### src/rtl/bram_fifo_pkg.sv
// Shared defaults for the BRAM-backed FIFO: geometry and almost-full margin.
package bram_fifo_pkg;

  localparam int DEFAULT_DATA_SZ = 16;
  localparam int DEFAULT_ADDR_SZ = 8;
  localparam int AFULL_MARGIN    = 4;

endpackage

### src/rtl/bram.sv
// Simple dual-port block RAM: one write port, one registered read port.
module bram #(
  parameter int DATA_SZ = 16,
  parameter int ADDR_SZ = 8
) (
  input  logic               i_clk,
  input  logic               i_wr_en,
  input  logic [ADDR_SZ-1:0] i_waddr,
  input  logic [DATA_SZ-1:0] i_wdata,
  input  logic               i_rd_en,
  input  logic [ADDR_SZ-1:0] i_raddr,
  output logic [DATA_SZ-1:0] o_rdata
);

  logic [DATA_SZ-1:0] mem [2**ADDR_SZ];

  // NOTE: no reset on the array or the read register, otherwise the tools
  // cannot map this onto a block RAM primitive.
  always_ff @(posedge i_clk) begin
    if (i_wr_en) mem[i_waddr] <= i_wdata;
    if (i_rd_en) o_rdata <= mem[i_raddr];
  end

endmodule

### src/rtl/bram_fifo.sv
// First-word-fall-through FIFO around one bram, hiding its 1-cycle read latency.
module bram_fifo
  import bram_fifo_pkg::*;
#(
  parameter int DATA_SZ   = DEFAULT_DATA_SZ,
  parameter int ADDR_SZ   = DEFAULT_ADDR_SZ,
  parameter int AFULL_LVL = (1 << ADDR_SZ) - AFULL_MARGIN
) (
  input  logic               i_clk,
  input  logic               i_rst_n,
  input  logic               i_wr_valid,
  output logic               o_wr_ready,
  input  logic [DATA_SZ-1:0] i_wr_data,
  output logic               o_rd_valid,
  input  logic               i_rd_ready,
  output logic [DATA_SZ-1:0] o_rd_data,
  output logic [ADDR_SZ:0]   o_count,
  output logic               o_afull
);

  localparam int             MEM_MAX   = 1 << ADDR_SZ;
  localparam logic [ADDR_SZ:0] FULL_CNT  = MEM_MAX[ADDR_SZ:0];
  localparam logic [ADDR_SZ:0] AFULL_CNT = AFULL_LVL[ADDR_SZ:0];

  logic [ADDR_SZ:0] wr_ptr;
  logic [ADDR_SZ:0] rd_ptr;
  logic [ADDR_SZ:0] rd_ptr_next;
  logic             wr_fire;
  logic             rd_fire;

  assign o_count    = wr_ptr - rd_ptr;
  assign o_wr_ready = (o_count != FULL_CNT);
  assign o_afull    = (o_count >= AFULL_CNT);

  assign wr_fire     = i_wr_valid & o_wr_ready;
  assign rd_fire     = o_rd_valid & i_rd_ready;
  // Address the next head one cycle early so bram's registered output lands on time.
  assign rd_ptr_next = rd_ptr + {{ADDR_SZ{1'b0}}, rd_fire};

  // NOTE: sequential state uses non-blocking assignments so every register
  // samples pre-edge values regardless of statement order.
  always_ff @(posedge i_clk or negedge i_rst_n) begin
    if (!i_rst_n) begin
      wr_ptr     <= '0;
      rd_ptr     <= '0;
      o_rd_valid <= 1'b0;
    end else begin
      if (wr_fire) wr_ptr <= wr_ptr + 1'b1;
      rd_ptr <= rd_ptr_next;
      // Pre-update wr_ptr: a word is visible only once bram has stored it.
      o_rd_valid <= (wr_ptr != rd_ptr_next);
    end
  end

  bram #(
    .DATA_SZ (DATA_SZ),
    .ADDR_SZ (ADDR_SZ)
  ) u_bram (
    .i_clk   (i_clk),
    .i_wr_en (wr_fire),
    .i_waddr (wr_ptr[ADDR_SZ-1:0]),
    .i_wdata (i_wr_data),
    .i_rd_en (1'b1),
    .i_raddr (rd_ptr_next[ADDR_SZ-1:0]),
    .o_rdata (o_rd_data)
  );

endmodule

### config.mk
export PLATFORM = sky130hd
export DESIGN_NAME = bram_fifo
export DESIGN_NICKNAME = d
export VERILOG_FILES = /design/src/rtl/bram_fifo_pkg.sv /design/src/rtl/bram.sv /design/src/rtl/bram_fifo.sv
export SDC_FILE = /design/constraint.sdc
export NUM_CORES = 2
export LEC_CHECK = 0
export ABC_AREA = 0
export CORE_AREA = 2 2 431 647
export CTS_BUF_LIST = sky130_fd_sc_hd__clkbuf_8
export CTS_CLUSTER_SIZE = 14
export DETAILED_ROUTE_END_ITERATION = 12
export DIE_AREA = 0 0 433 649
export PLACE_DENSITY_LB_ADDON = 0.08
export SYNTH_ARGS = -nofsm -noshare
export SYNTH_HDL_FRONTEND = slang
export SYNTH_SLANG_ARGS = --single-unit
### constraint.sdc
create_clock -name i_clk -period 5.71 [get_ports i_clk]
set_clock_uncertainty 0.05 [all_clocks]
set_input_delay 1.142 -clock i_clk [delete_from_list [all_inputs] [get_ports i_clk]]
set_output_delay 1.142 -clock i_clk [all_outputs]
set_load 0.01 [all_outputs]
== Word-level counts from Yosys, hierarchy flattened ==
Memory sizes are Yosys's and may differ from the RTL's. A register that Yosys moved wholly into a read port is not among the register bits.
Cells that the tools add are included.
Word-level totals
  register bits: 19
  RAM bits: 4096
  bits of input ports: 20
  output and inout port bits: 28
  word-level logic and storage cells: 14
  memories: 1
Operators by class
  add/subtract/negate cells: 3
  magnitude comparators: 1
  equal/unequal tests: 2
  muxes and demuxes: 2
  bitwise logic cells: 2
Memories
  u_bram.mem: words 256, width 16, read ports 1, clocked after memory_dff 1, write ports 1, RTL line bram.sv:15  | logic [DATA_SZ-1:0] mem [2**ADDR_SZ];
Operators by type and width (number)
  adder 9 x 1 -> 9 bit: 1
  adder 9 x 1 -> 9 bit, second input constant: 1
  greater-or-equal comparator 9 x 8 -> 1 bit, second input constant: 1
  inequality test 9 bit: 1
  inequality test 9 bit, second input constant: 1
  subtractor 9 bit: 1
  AND 1 bit: 2
  two-way mux 1 bit: 2

== Logic depth before layout (Yosys ltp) ==
  word-level depth: 5
  mapped depth: 13
  mapped depth without buffers: 11

== Cells and area by module ==
From an unflattened synthesis, not the netlist that was laid out.
Second synthesis, totals
  cell total of the unflattened synthesis: 7505
  area, all modules: 160322.5 µm²
Modules (own cells, without submodules)
  bram: instances 1, cells an instance 7360, area an instance 158874.9 µm², sequential area each 123478.4 µm²
  bram_fifo: instances 1, cells an instance 145, area an instance 1447.6 µm², sequential area each 475.5 µm²

== Worst setup path after synthesis ==
Ideal clock, no wire load.
  kind: flip-flop to flip-flop
  start point: register wr_ptr[0]
  end point: memory u_bram.mem[16][0] (enable)
  setup time: 0.409 ns
  arrival: 3.785 ns
  data required time: 5.251 ns
  setup slack: 1.465 ns
  stages on the path, launching flop included: 13
  buffers on the path: 2
  period minus slack after synthesis: 4.245 ns
  path through: dfrtp_1 > inv_1 > ha_1 > inv_1 > fa_1 > a211o_1 > a2111oi_0 > a311o_1 > a21o_1 > o41ai_1 > buf_2 > buf_4 > nor3_1
Between the ends
  word-level cells in the longest chain between the ends: 5
RTL lines
  start, declared: RTL line bram_fifo.sv:25  | logic [ADDR_SZ:0] wr_ptr;
  start signal, assigned: RTL line bram_fifo.sv:48  | if (wr_fire) wr_ptr <= wr_ptr + 1'b1;
  subtractor 9 bit: RTL line bram_fifo.sv:31  | assign o_count = wr_ptr - rd_ptr;
  via o_count[6]: RTL line bram_fifo.sv:17  | output logic [ADDR_SZ:0] o_count,
  inequality test 9 bit: RTL line bram_fifo.sv:32  | assign o_wr_ready = (o_count != FULL_CNT);
  AND 1 bit: RTL line bram_fifo.sv:35  | assign wr_fire = i_wr_valid & o_wr_ready;
  two-way mux 1 bit: RTL line bram.sv:20  | if (i_wr_en) mem[i_waddr] <= i_wdata;
  two-way mux 1 bit (implied by the code): RTL line bram.sv:20
  end, declared: RTL line bram.sv:15
The timed path passes the listed nets, and every way through them passes these cells.

== Worst setup path in the final report ==
  start point: register wr_ptr[0]
  end point: output port o_wr_ready
Between the ends
  word-level cells in the longest chain between the ends: 2
RTL lines
  subtractor 9 bit: RTL line bram_fifo.sv:31
  inequality test 9 bit: RTL line bram_fifo.sv:32
  end, declared: RTL line bram_fifo.sv:12  | output logic o_wr_ready,
Every way passes these cells.

==> impl_metrics.csv <==
group,metric,value,unit
status,status,"completed",
synth,yosys.area_share.simple,3.26,%
drt,drc,0,
placed_design,numPortBuffers,47,
cts,cts_hold_buf,0,
setup_path,r2r_slack,0.35,ns
synth,syn_nets,7588,
timing,fin_ws,0.193,ns
cells_and_area,final_util,65.4,%
timing,holdWs,0.436,ns
cells_and_area,stdcell_count,12600,
cts,cts_inserted_buffers,601,
worst_hold_path,hold_path_depth,1,
floorplanning,die_h,649,microns
synth,synth_area,159000,sq um
timing,post-route-period-util,96.6,%
synth,ys_seq_area_share,77.8,%
setup_path,path_class,"register to output port",
timing,tightest_slew,1.40,ns
synth,synth_warnings,0,
synth,netlist-cell-type-count,58,
synth,synth_top_family_by_area,"multiplexers",
floorplanning,row_count,236,
floorplanning,core,275000,sq um
floorplanning,start_util,57.9,%
synth,syn_area_per_cell,21.1,sq um
cts,cts_tree,"built",
setup_path,crit_start,"wr_ptr[0]$_DFFE_PN0P_",
setup_path,r2r_end,"u_bram.o_rdata[14]$_DFF_P_",
synth,syn_inst,7553,
global_route,grt_pass1_wl,596000,microns
global_route,grt_overflow_total,0,
setup_path,reg2reg_depth,11,
synth,synthMuxAreaShare,15.5,%
synth,ys_seq_elements,4131,
drt,num_vias,80600,
global_route,grt_use_total,30.0,%
synth,async_flop_share,0.460,%
worst_hold_path,holdCritStartpoint,"i_wr_data[1]",
synth,synth_xor_xnor_area_share,0.138,%
synth,synth_compound_area_share,2.01,%
setup_path,cp_max_fo,5,
global_route,grt_max_degree,177,
placed_design,gp_congestion,0.875,
timing,relSlewSlack,4.58,%
setup_path,cp.required,4.52,ns
timing,fmax,181,MHz
timing,min_period,5.52,ns
placed_design,pre_cts_slack,-0.923,ns
drt,wl_per_cell,33.4,microns
timing,report.final.slew_viol_count,0,
pwr,ir_drop,0.000439,V
worst_hold_path,hold_path_class,"input pin to register",
timing,setup_viol,0,
drt,vias_per_cell,6.40,
timing,grt_setup_unrepaired,"false",
job,drv_cap,0,
drt,routed_wl,421000,microns
setup_path,crit_chain,"inv_2, ha_1, inv_1, fa_1, a211oi_2, o21ai_1, a311o_2, a21o_1, or4_4, dlygate4sd2_1",
cells_and_area,drive_above_1_share,28.4,%
setup_path,r2r_start,"o_rd_valid$_DFF_PN0_",
placed_design,dpl.hpwl,254000,microns
setup_path,cp-end-kind,"output port",
cts,clk_latency,1.10,ns
setup_path,slowest_stage,"or4_4",
pwr,p_leak,58.3,nW
synth,synth-edff-count,4096,
setup_path,start_kind,"register",
cts,htreeDepth,6,
cts,clk_pin_slew_worst_paths,0.07,ns
timing,hold_viol_final,0,
cells_and_area,area_growth,12.9,%
pwr,p_per_area,491,nW/um^2
drt,drt-pass1-iter-count,8,
global_route,antenna_found_initial,25,
cts,clock-root-buffer,"clkbuf_8",
setup_path,crit_arrival,4.33,ns
cells_and_area,final_nets,8409,
floorplanning,die_w,433,microns
synth,synthAdderAreaFrac,0.123,%
floorplanning,dieArea,281000,sq um
cts,clockBufferDepth,4,
setup_path,slowest_delay,0.53,ns
setup_path,cp-endpoint,"o_wr_ready",
global_route,grt_pass1_vias,81300,
placed_design,dp.cells,11500,
cts,cts_sinks,4131,
drt,drt_first_iter_violations,10300,
floorplanning,pin_count,48,
drt,ant_nets,0,
synth,ys_dominant_reg_cell,"edfxtp_1",
pwr,power,88.3,mW
[worst min path at each step]
stage | endpoint | slack [ns]
final | u_bram.mem[167][1]$_DFFE_PP_ | 0.44
after global routing | u_bram.mem[167][1]$_DFFE_PP_ | 0.39
after CTS | u_bram.mem[167][1]$_DFFE_PP_ | 0.37
after detailed placement | rd_ptr[8]$_DFF_PN0_ | 0.47
after global placement | rd_ptr[8]$_DFF_PN0_ | 0.47
after floorplan | rd_ptr[8]$_DFF_PN0_ | 0.45
[Yosys cell counts, types with 3 or more instances]
cell / n / share of area [%]
mux4_2: 1024 / 14
dfrtp_1: 19 / 0.30
clkbuf_1: 239 / 0.56
or3_1: 4 / 0.016
and4_1: 17 / 0.094
xnor2_1: 15 / 0.083
buf_2: 139 / 0.44
nand4_1: 11 / 0.043
nand2b_1: 5 / 0.020
nor2_1: 190 / 0.45
and2_1: 3 / 0.012
dfxtp_1: 16 / 0.20
a21o_1: 35 / 0.17
edfxtp_1: 4096 / 77
a211oi_1: 66 / 0.31
ha_1: 14 / 0.11
nor3_1: 83 / 0.26
inv_1: 19 / 0.045
buf_4: 20 / 0.094
nor4_1: 3 / 0.012
a21oi_1: 202 / 0.63
nand4_4: 6 / 0.080
o22ai_1: 65 / 0.26
nor2b_1: 5 / 0.020
mux2i_1: 158 / 0.99
xor2_1: 10 / 0.055
buf_1: 30 / 0.071
nand2_1: 872 / 2.1
a2111oi_0: 64 / 0.35
o21ai_0: 7 / 0.022
o21a_1: 3 / 0.014
nand3_1: 46 / 0.14
o211ai_1: 34 / 0.16
[cell families (layout without fill, tap and decap cells)]
| family | Yosys count | after routing |
|---|---|---|
| mux | 1182 | 1182 |
| compound gates | 494 | 494 |
| other cells | 0 | 66 |
| fa+ha+maj | 15 | 15 |
| xor+xnor | 25 | 25 |
| simple gates | 1254 | 1254 |
| buf+inv | 452 | 1736 |
| flops | 4131 | 4131 |
[what timing repair did]
action / in CTS / in global routing
setup endpoints to repair: 1 / 0
gates resized for setup: 5 / 0
buffers inserted: 0 / 0
[worst max-delay path: cells and delay by family, from the launching register on]
kind,cells,cell delay (ns)
compound gates,4,1.07
fa+ha+maj,2,0.63
buf+inv,3,0.55
flops,1,0.46
simple gates,1,0.53
[cell usage in the layout (no fill, tap or decap), types with 18 or more instances in the layout]
master,synthesis,routed
a2111oi_0,64,39
a2111oi_1,0,22
a211oi_1,66,65
a21o_1,35,35
a21oi_1,202,202
buf_12,0,79
buf_4,20,510
bufinv_16,0,18
clkbuf_8,0,630
clkdlybuf4s50_1,0,30
clkinv_1,0,127
clkinv_2,0,62
dfrtp_1,19,19
diode_2,0,66
edfxtp_1,4096,4096
inv_1,19,224
mux2i_1,158,158
mux4_2,1024,1024
nand2_1,872,869
nand3_1,46,45
nor2_1,190,167
nor2_2,0,22
nor3_2,0,80
o211ai_1,34,34
o22ai_1,65,65
[registers in the layout (all words and copies together) (netlist names)]
register        count
o_rd_valid          1
wr_ptr              9
rd_ptr              9
u_bram.mem       4096
u_bram.o_rdata     16
[layout make-up]
class / count / area, sq um
Sequential cell: 4131 / 124000
Fill cell: 18300 / 95200
Inverter: 21 / 86.3
Clock inverter: 436 / 2290
Clock buffer: 630 / 8670
Antenna cell: 66 / 165
Timing Repair Buffer: 649 / 6020
Multi-Input combinational cell: 2970 / 34000
Tap cell: 3689 / 4620
[metal layers]
metal	up-vias	global-route usage [%]	share of wire, %
met5	-	0	0.0050
met4	4	11.6	4.1
met3	700	5.53	8.6
met2	3950	48.6	50
met1	43000	41.0	37
li1	32900	-	-
[report_power, final]
part           switching [mW]  leakage [nW]  internal (mW)
sequential              0.358          37.2           33.8
clock                    11.0          6.36           11.0
combinational            19.0          14.8           13.1
[stage by stage]
stage / setup TNS [ns] / cell area, sq um
6_report: 0 / 180000
5_1_grt: 0 / 180000
4_1_cts: 0 / 180000
3_5_place_dp: -6.85 / 169000
3_3_place_gp: -11.74 / 168000
2_1_floorplan: 0 / 159000
Power figures use the tool's default switching activity.
